**config.mk**
```make
export PLATFORM = sky130hd
export DESIGN_NAME = multicycle_control_flat
export DESIGN_NICKNAME = d
export VERILOG_FILES = /design/src/rtl/multicycle_control_if.sv /design/src/rtl/multicycle_control.sv /design/src/flat_wrapper.sv
export SDC_FILE = /design/constraint.sdc
export NUM_CORES = 1
export LEC_CHECK = 0
export BUFFER_PORTS_ARGS = -buffer_cell sky130_fd_sc_hd__buf_2
export CORE_UTILIZATION = 30
export CTS_CLUSTER_DIAMETER = 40
export DETAILED_ROUTE_END_ITERATION = 6
export GPL_TIMING_DRIVEN = 0
export PLACE_DENSITY = 0.56
export SYNTH_ARGS = -nofsm -noshare
export SYNTH_HDL_FRONTEND = slang
export SYNTH_SLANG_ARGS = --single-unit
```
**constraint.sdc**
```tcl
create_clock -name clk -period 4.3 [get_ports clk]
set_input_delay 0.43 -clock clk [delete_from_list [all_inputs] [get_ports clk]]
set_output_delay 0.43 -clock clk [all_outputs]
set_load 0.01 [all_outputs]
```
**src/rtl/multicycle_control_if.sv**
```systemverilog
// Control <-> datapath bundle for the multicycle RV32I controller.
// The master side is the control FSM: it consumes instruction fields and
// status and drives the datapath selects and strobes. The slave side is the
// datapath (or a testbench standing in for it).
interface multicycle_control_if;
  logic [6:0] opcode;
  logic [2:0] funct3;
  logic       zero;
  logic       mem_ready;
  logic       pc_write;
  logic       adr_src;
  logic       mem_write;
  logic       ir_write;
  logic [1:0] result_src;
  logic [1:0] alu_src_a;
  logic [1:0] alu_src_b;
  logic [1:0] alu_op;
  logic [1:0] imm_src;
  logic       reg_write;
  logic       instr_done;
  logic       illegal;
  logic       mem_timeout;

  modport master (
    input  opcode, funct3, zero, mem_ready,
    output pc_write, adr_src, mem_write, ir_write, result_src, alu_src_a,
           alu_src_b, alu_op, imm_src, reg_write, instr_done, illegal,
           mem_timeout
  );

  modport slave (
    output opcode, funct3, zero, mem_ready,
    input  pc_write, adr_src, mem_write, ir_write, result_src, alu_src_a,
           alu_src_b, alu_op, imm_src, reg_write, instr_done, illegal,
           mem_timeout
  );
endinterface

```
**src/rtl/multicycle_control.sv**
```systemverilog
// Main control FSM for the multicycle RV32I datapath.
// Sequences fetch/decode/execute/memory/writeback, drives datapath selects
// and strobes, and stalls on the single-bit mem_ready handshake.
// Optional feature macro: JAL_EN -- when defined, opcode 1101111 runs through
// a JAL state; when undefined that opcode is treated as illegal (HALT).
// Outputs are decoded from the state register; a few strobes also follow
// mem_ready / zero in the cycle they apply, so they are not registered.
module multicycle_control #(
  parameter int WAIT_MAX = 15
) (
  input  logic                  clk,
  input  logic                  reset,
  multicycle_control_if.master  bus
);

`ifdef JAL_EN
  typedef enum logic [3:0] {
    FETCH, DECODE, MEMADR, MEMREAD, MEMWRITE, MEMWB,
    EXEC_R, EXEC_I, ALUWB, BEQ, JAL, HALT
  } state_t;
`else
  typedef enum logic [3:0] {
    FETCH, DECODE, MEMADR, MEMREAD, MEMWRITE, MEMWB,
    EXEC_R, EXEC_I, ALUWB, BEQ, HALT
  } state_t;
`endif

  localparam logic [6:0] OP_LOAD   = 7'b0000011;
  localparam logic [6:0] OP_STORE  = 7'b0100011;
  localparam logic [6:0] OP_RTYPE  = 7'b0110011;
  localparam logic [6:0] OP_ITYPE  = 7'b0010011;
  localparam logic [6:0] OP_BRANCH = 7'b1100011;
  localparam logic [6:0] OP_JAL    = 7'b1101111;
  localparam logic [7:0] WAIT_LIM  = 8'(WAIT_MAX);

  state_t     state;
  logic [7:0] wait_cnt;
  logic [7:0] wait_inc;
  logic       waiting;
  logic       timeout_q;

  // A memory-facing state with no ready this cycle is a stall cycle.
  assign waiting  = !bus.mem_ready &&
                    (state == FETCH || state == MEMREAD || state == MEMWRITE);
  // Counter saturates so a very long stall cannot wrap back under the limit.
  assign wait_inc = (wait_cnt == 8'hFF) ? wait_cnt : wait_cnt + 8'd1;
  assign bus.mem_timeout = timeout_q;

  // State sequencing plus the stall counter and sticky timeout flag.
  always_ff @(posedge clk) begin
    if (reset) begin
      state     <= FETCH;
      wait_cnt  <= 8'd0;
      timeout_q <= 1'b0;
    end else begin
      // Leaving a wait state always passes through a non-stall cycle, so
      // clearing whenever not stalled is the same as clearing on entry.
      if (waiting) begin
        wait_cnt <= wait_inc;
        if (WAIT_LIM != 8'd0 && wait_inc >= WAIT_LIM) timeout_q <= 1'b1;
      end else begin
        wait_cnt <= 8'd0;
      end
      case (state)
        FETCH:    if (bus.mem_ready) state <= DECODE;
        DECODE: begin
          case (bus.opcode)
            OP_LOAD, OP_STORE: state <= MEMADR;
            OP_RTYPE:          state <= EXEC_R;
            OP_ITYPE:          state <= (bus.funct3 == 3'b000) ? EXEC_I : HALT;
            OP_BRANCH:         state <= BEQ;
`ifdef JAL_EN
            OP_JAL:            state <= JAL;
`endif
            default:           state <= HALT;
          endcase
        end
        // opcode bit 5 separates store (0100011) from load (0000011).
        MEMADR:   state <= bus.opcode[5] ? MEMWRITE : MEMREAD;
        MEMREAD:  if (bus.mem_ready) state <= MEMWB;
        MEMWRITE: if (bus.mem_ready) state <= FETCH;
        MEMWB:    state <= FETCH;
        EXEC_R:   state <= ALUWB;
        EXEC_I:   state <= ALUWB;
        ALUWB:    state <= FETCH;
        BEQ:      state <= FETCH;
`ifdef JAL_EN
        JAL:      state <= ALUWB;
`endif
        HALT:     state <= HALT;
        default:  state <= HALT;
      endcase
    end
  end

  // Output decode; during reset show FETCH selects with every strobe low.
  always_comb begin
    bus.pc_write   = 1'b0;
    bus.adr_src    = 1'b0;
    bus.mem_write  = 1'b0;
    bus.ir_write   = 1'b0;
    bus.result_src = 2'b00;
    bus.alu_src_a  = 2'b00;
    bus.alu_src_b  = 2'b00;
    bus.alu_op     = 2'b00;
    bus.reg_write  = 1'b0;
    bus.instr_done = 1'b0;
    bus.illegal    = 1'b0;
    case (bus.opcode)
      OP_STORE:  bus.imm_src = 2'b01;
      OP_BRANCH: bus.imm_src = 2'b10;
      OP_JAL:    bus.imm_src = 2'b11;
      default:   bus.imm_src = 2'b00;
    endcase
    if (reset) begin
      bus.result_src = 2'b10;
      bus.alu_src_b  = 2'b10;
    end else begin
      case (state)
        FETCH: begin
          bus.result_src = 2'b10;
          bus.alu_src_b  = 2'b10;
          bus.ir_write   = bus.mem_ready;
          bus.pc_write   = bus.mem_ready;
        end
        DECODE: begin
          bus.alu_src_a = 2'b01;
          bus.alu_src_b = 2'b01;
        end
        MEMADR, EXEC_I: begin
          bus.alu_src_a = 2'b10;
          bus.alu_src_b = 2'b01;
        end
        MEMREAD:  bus.adr_src = 1'b1;
        MEMWRITE: begin
          bus.adr_src    = 1'b1;
          bus.mem_write  = 1'b1;
          bus.instr_done = bus.mem_ready;
        end
        MEMWB: begin
          bus.result_src = 2'b01;
          bus.reg_write  = 1'b1;
          bus.instr_done = 1'b1;
        end
        EXEC_R: begin
          bus.alu_src_a = 2'b10;
          bus.alu_op    = 2'b10;
        end
        ALUWB: begin
          bus.reg_write  = 1'b1;
          bus.instr_done = 1'b1;
        end
        BEQ: begin
          bus.alu_src_a  = 2'b10;
          bus.alu_op     = 2'b01;
          bus.pc_write   = bus.zero;
          bus.instr_done = 1'b1;
        end
`ifdef JAL_EN
        JAL: begin
          bus.alu_src_a = 2'b01;
          bus.alu_src_b = 2'b10;
          bus.pc_write  = 1'b1;
        end
`endif
        HALT:    bus.illegal = 1'b1;
        default: bus.illegal = 1'b1;
      endcase
    end
  end

endmodule

```
**src/flat_wrapper.sv**
```systemverilog
// flat-port wrapper written by rule: the top's interface ports become plain ports
module multicycle_control_flat 
#(
  parameter int WAIT_MAX = 15
)
  (clk, reset, bus_opcode, bus_funct3, bus_zero, bus_mem_ready, bus_pc_write, bus_adr_src, bus_mem_write, bus_ir_write, bus_result_src, bus_alu_src_a, bus_alu_src_b, bus_alu_op, bus_imm_src, bus_reg_write, bus_instr_done, bus_illegal, bus_mem_timeout);
  multicycle_control_if bus_i ();
  input  logic clk;
  input  logic reset;
  input wire logic [$bits(bus_i.opcode)-1:0] bus_opcode;
  input wire logic [$bits(bus_i.funct3)-1:0] bus_funct3;
  input wire logic [$bits(bus_i.zero)-1:0] bus_zero;
  input wire logic [$bits(bus_i.mem_ready)-1:0] bus_mem_ready;
  output wire logic [$bits(bus_i.pc_write)-1:0] bus_pc_write;
  output wire logic [$bits(bus_i.adr_src)-1:0] bus_adr_src;
  output wire logic [$bits(bus_i.mem_write)-1:0] bus_mem_write;
  output wire logic [$bits(bus_i.ir_write)-1:0] bus_ir_write;
  output wire logic [$bits(bus_i.result_src)-1:0] bus_result_src;
  output wire logic [$bits(bus_i.alu_src_a)-1:0] bus_alu_src_a;
  output wire logic [$bits(bus_i.alu_src_b)-1:0] bus_alu_src_b;
  output wire logic [$bits(bus_i.alu_op)-1:0] bus_alu_op;
  output wire logic [$bits(bus_i.imm_src)-1:0] bus_imm_src;
  output wire logic [$bits(bus_i.reg_write)-1:0] bus_reg_write;
  output wire logic [$bits(bus_i.instr_done)-1:0] bus_instr_done;
  output wire logic [$bits(bus_i.illegal)-1:0] bus_illegal;
  output wire logic [$bits(bus_i.mem_timeout)-1:0] bus_mem_timeout;
  assign bus_i.opcode = bus_opcode;
  assign bus_i.funct3 = bus_funct3;
  assign bus_i.zero = bus_zero;
  assign bus_i.mem_ready = bus_mem_ready;
  assign bus_pc_write = bus_i.pc_write;
  assign bus_adr_src = bus_i.adr_src;
  assign bus_mem_write = bus_i.mem_write;
  assign bus_ir_write = bus_i.ir_write;
  assign bus_result_src = bus_i.result_src;
  assign bus_alu_src_a = bus_i.alu_src_a;
  assign bus_alu_src_b = bus_i.alu_src_b;
  assign bus_alu_op = bus_i.alu_op;
  assign bus_imm_src = bus_i.imm_src;
  assign bus_reg_write = bus_i.reg_write;
  assign bus_instr_done = bus_i.instr_done;
  assign bus_illegal = bus_i.illegal;
  assign bus_mem_timeout = bus_i.mem_timeout;
  multicycle_control #(.WAIT_MAX(WAIT_MAX)) u_core (.clk(clk), .reset(reset), .bus(bus_i));
endmodule
```
# ---- Word-level counts from Yosys, hierarchy flattened
# Index checks and enable logic that the tools add are counted.
dict set report totals {
  inputBits 14
  out_inout_bits 18
  wordCells 73
  register_bits 13
}
dict set report classes {
  n_mux 31
  eq_ne 19
  bitwise 1
  magnitude_cmp 1
  reduce_logical 17
  addsub 1
}
# cell count
set op_table {}
lappend op_table {{4-bit one-hot mux with 7 select lines} 1}
lappend op_table {{4-bit by 3-bit == test with 1-bit output, second input constant} 4}
lappend op_table {{4-bit two-way mux} 4}
lappend op_table {{2-bit one-hot mux with 2 select lines} 4}
lappend op_table {{4-bit one-hot mux with 4 select lines} 1}
lappend op_table {{7-bit by 6-bit == test with 1-bit output, second input constant} 2}
lappend op_table {{7-bit == test, second input constant} 2}
lappend op_table {{1-bit two-way mux} 12}
lappend op_table {{10-bit OR reduction} 1}
lappend op_table {{2-bit OR reduction} 5}
lappend op_table {{8-bit by 1-bit adder with 8-bit output, second input constant} 1}
lappend op_table {{4-bit by 2-bit == test with 1-bit output, second input constant} 2}
lappend op_table {{4-bit == test, second input constant} 2}
lappend op_table {{8-bit == test, second input constant} 1}
lappend op_table {{8-bit by 4-bit greater-or-equal comparator with 1-bit output, second input constant} 1}
lappend op_table {{2-bit two-way mux} 4}
lappend op_table {{8-bit two-way mux} 1}
lappend op_table {{7-bit by 2-bit == test with 1-bit output, second input constant} 1}
lappend op_table {{7-bit by 5-bit == test with 1-bit output, second input constant} 1}
lappend op_table {{2-bit inequality test, second input constant} 3}
lappend op_table {{2-bit one-hot mux with 3 select lines} 1}
lappend op_table {{3-bit OR reduction} 2}
lappend op_table {{4-bit by 1-bit == test with 1-bit output, second input constant} 1}
lappend op_table {{4-bit zero test} 1}
lappend op_table {{10 further kinds} 12}

# ---- Longest topological paths before layout
dict set report logic_depth {
  ltp_word 6
  ltp_mapped 6
  depth_no_buf 5
}

# ---- Worst setup path after synthesis
# OpenSTA, ideal clock, no wires.
dict set report synth_path {
  path_type {reg-to-output}
  start {register u_core.state[1]}
  end {output port bus_pc_write}
  stages_incl_launch_ff 6
  n_path_buf 1
  path_slack_ns 2.634
  arrival_ns 1.236
  path_cell_list {dfxtp_1 > buf_4 > nor2_1 > nand2_1 > nor3_1 > a21o_1}
}
dict set report synth_via {
  elab_chain_len 3
  word_cells_on_any_way 4
  classes_between {1 x eq/ne; 2 x mux; 1 x reduce/logical}
}
# item line_no
set synth_lines {}
lappend synth_lines {{from (decl)} multicycle_control.sv:36} ;# state_t state;
lappend synth_lines {{from (signal assigned)} multicycle_control.sv:70} ;# OP_ITYPE: state <= (bus.funct3 == 3'b000) ? EXEC_I : HALT;
lappend synth_lines {{from (signal assigned)} multicycle_control.sv:79} ;# MEMADR: state <= bus.opcode[5] ? MEMWRITE : MEMREAD;
lappend synth_lines {{4-bit == test or 4-bit zero test (tied branches)} multicycle_control.sv:119} ;# case (state)
lappend synth_lines {{1-bit one-hot mux with 2 select lines (*)} multicycle_control.sv:119}
lappend synth_lines {{1-bit two-way mux (*)} multicycle_control.sv:115} ;# if (reset) begin
lappend synth_lines {{to (decl)} flat_wrapper.sv:14} ;# output wire logic [$bits(bus_i.pc_write)-1:0] bus_pc_write;
# Mark *: on every way between the ends. The rest lies on a longest branch, timed or not.

# ---- Worst setup path in the final report
dict set report layout_path {
  start {register u_core.state[0]}
  end {output port bus_instr_done}
}
dict set report layout_via {
  elab_chain_len 4
  word_cells_on_any_way 7
  classes_between {4 x eq/ne; 2 x mux; 1 x reduce/logical}
}
# item line_no
set layout_lines {}
lappend layout_lines {{4-bit by 3-bit == test with 1-bit output or 4-bit == test (tied branches)} multicycle_control.sv:119}
lappend layout_lines {{3-bit OR reduction (no source line)} n/a}
lappend layout_lines {{1-bit one-hot mux with 2 select lines (*)} multicycle_control.sv:119}
lappend layout_lines {{1-bit two-way mux (*)} multicycle_control.sv:115}
lappend layout_lines {{to (decl)} flat_wrapper.sv:24} ;# output wire logic [$bits(bus_i.instr_done)-1:0] bus_instr_done;
# Marks and branches as above.

==> results.toml <==
[detailed_routing]
drtPass1Iterations = 5
wire_per_inst_um = 11.9
via_count = 1148
wl_um = 2640
vias_per_cell = 5.19
route.detailed.drc = 0
drtIter0Drc = 81
ant_nets = 0

[synth]
synth_top_family_by_area = "simple AND/OR/NAND/NOR gates"
ys_seq_elements = 13
syn_avg_cell_area_um2 = 7.43
synth.distinct_cells = 46
synthMostInstantiatedCell = "nor2_1"
synthAdderAreaFrac_pct = 1.20
synth_edf_count = 0
ys_top_cells_by_area = "dfxtp_1 (25%), nor2_1 (6.5%), nor3_1 (5.8%)"
netlist_area_um2 = 1040
synth_area_leader_cell = "dfxtp_1"
synth_compound_area_share_pct = 23.2
synth-xor-area-share_pct = 4.21
synth_common_cells = "nor2_1 (18), dfxtp_1 (13), nand2_1 (13)"
synth-main-ff-cell = "dfxtp_1"
ys_async_sr_fraction_pct = 0
synth_top_area_share_pct = 25.0
yosysWarnings = 0
syn-num-nets = 155
synthMuxAreaShare_pct = 1.93
seq_area_frac_synth_pct = 25.0
syn_inst = 140
synthSimpleGateAreaFrac_pct = 36.8

[grt]
met2_usage_pct = 24.2
track_usage_pct = 15.2
met3_usage_pct = 1.92
grt_max_degree = 11
grt_pass1_wl_um = 4370
grt_pass1_vias = 1007
use_met1_pct = 21.4
antenna_found_initial = 0
grt-ovfl-total = 0
grt-busiest-layer = "met2"

[timing]
fin_crit_sh_pct = 48.5
worst_pin_slew_ns = 0.427
setup-tns-final_ns = 0
hold_viol = 0
period_needed_ns = 2.09
final-max-slew-violation-count = 0
setup_viol = 0
setup_slack_ns = 2.21
fin_skew_ns = 0.00685
maxSlewHeadroom_pct = 71.5
clock.fmax_ghz = 0.479
rsz0062_at_grt = "false"

[placement]
io_buffers = 31
place_ws_ns = 2.54
globalplace.congestion = 0.868
place_hpwl_um = 2050

[power_and_ir_drop]
power.leakage_nw = 0.578
p_per_area_nw_per_um2 = 418
peakVddDrop_mv = 0.0983

[final_layout]
n_antenna_cell = 0
multi_input_area_um2 = 701
syn_to_final_growth_pct = 23.0
drive_gt1_share_pct = 25.7
fillers = 362
regArea_um2 = 260
layout.nets = 191

[cts]
path_clk_slew_ns = 0.09
cts_setup_buffers = 0
cts.htree.levels = 1
hold_buffers = 0
cts-root-buf = "clkbuf_4"
cts_tree = "done"
cts_buffer_depth = 2
cts_resized = 0
cts_buffers = 3
worstSkewPairLatency_ns = 0.27
clkSinkCount = 13

[min_path]
min_path_type = "reg2reg"

[setup_path]
cp_top_family = "buffers and inverters"
slowest_delay_ns = 0.45
path_class = "reg2out"
cp.arrival_ns = 1.66
path_cells = "clkbuf_1 -> o21ai_0 -> a211oi_1 -> buf_2"
critPathSlowestCell = "dfxtp_1"
crit_buf_inv = 2
path_max_fanout = 10
required_ns = 3.87
worstSetupStartpointType = "flip-flop"
end_kind = "primary output"

[floorplan]
die_w_um = 60.9
pin_count = 32
start_util_pct = 31.2
dieArea_um2 = 3710
die_y_um = 60.9
core_area_um2 = 3340
rows = 21

[job]
maxCapViolCount = 0

[outcome]
status = "completed"
==> worst paths after layout <==
path	start	endpoint	slack, ns	cells past startpoint
worst max register to register	u_core.wait_cnt[0]	u_core.bus.mem_timeout	2.61	5
worst min-delay path	u_core.bus.mem_timeout	u_core.bus.mem_timeout	0.47	2
worst min register to register	u_core.bus.mem_timeout	u_core.bus.mem_timeout	0.47	2
worst max-delay path	u_core.state[0]	bus_instr_done	2.21	4
==> registers in the layout, summed over array words and instances, names as in the netlist <==
register	cells
u_core.wait_cnt	8
u_core.state	4
u_core.bus.mem_timeout	1
==> power by group <==
group          internal [mW]  switching, mW
logic                  0.122          0.178
clock network         0.0359         0.0412
registers              0.137         0.0204
==> cell type report <==
class	count	share of cell area [%]
buffer	8	3.82
clock buffer	4	2.05
inverter	8	2.35
multi-input combinational	111	54.8
sequential	13	20.4
tap	46	4.50
timing repair buffer	31	12.1
==> kinds of logic (layout without fill, tap and decap cells) <==
kind of cell	after synthesis	after routing
AO/OA/AOI/OAI	34	34
XOR/XNOR	5	5
adder cells (fa/ha/maj)	1	1
buffers and inverters	16	51
flip-flops	13	13
multiplexers	2	2
AND/OR/NAND/NOR	69	69
==> metrics by stage <==
step	std cells	cell area (µm²)	hold slack, ns	total power [mW]	utilization (%)
after floorplan	140	1040	0.480	0.373	-
after global placement	217	1250	0.451	0.453	37.5
after detailed placement	217	1250	0.451	0.457	37.5
after CTS	221	1280	0.467	0.536	38.3
after global routing	221	1280	0.502	0.578	38.3
final	221	1280	0.467	0.535	38.3
==> routing by layer <==
| layer | vias to the layer above | share of wire (%) |
|---|---|---|
| met1 | 524 | 48 |
| met3 | 0 | 5.0 |
| li1 | 585 | - |
| met5 | - | 0 |
| met4 | 0 | 0 |
| met2 | 39 | 47 |
==> worst reg2reg max path, cell delays in order, from the launching register on <==
cell and delay [ns]:
dfxtp_1 0.39, ha_1 0.26, nand3_2 0.19, xnor2_1 0.17
a2111oi_0 0.38, a32oi_1 0.16
==> cell usage in the layout, fill, tap and decap left out, types with 2 or more instances in the layout <==
cell	n
and4_1	2
xnor2_1	4
clkbuf_1	3
inv_1	8
nor2b_1	2
nand3_1	2
nand2b_1	3
dfxtp_1	13
o21a_1	2
a311oi_1	2
mux2i_1	2
o21ai_0	8
buf_2	34
buf_4	2
nor3_1	12
nand2_1	13
and3_1	6
nor2_1	18
clkbuf_4	3
and2_1	2
a211oi_1	3
a21oi_1	5
a31oi_1	2
(Power assumes the default switching activity.)
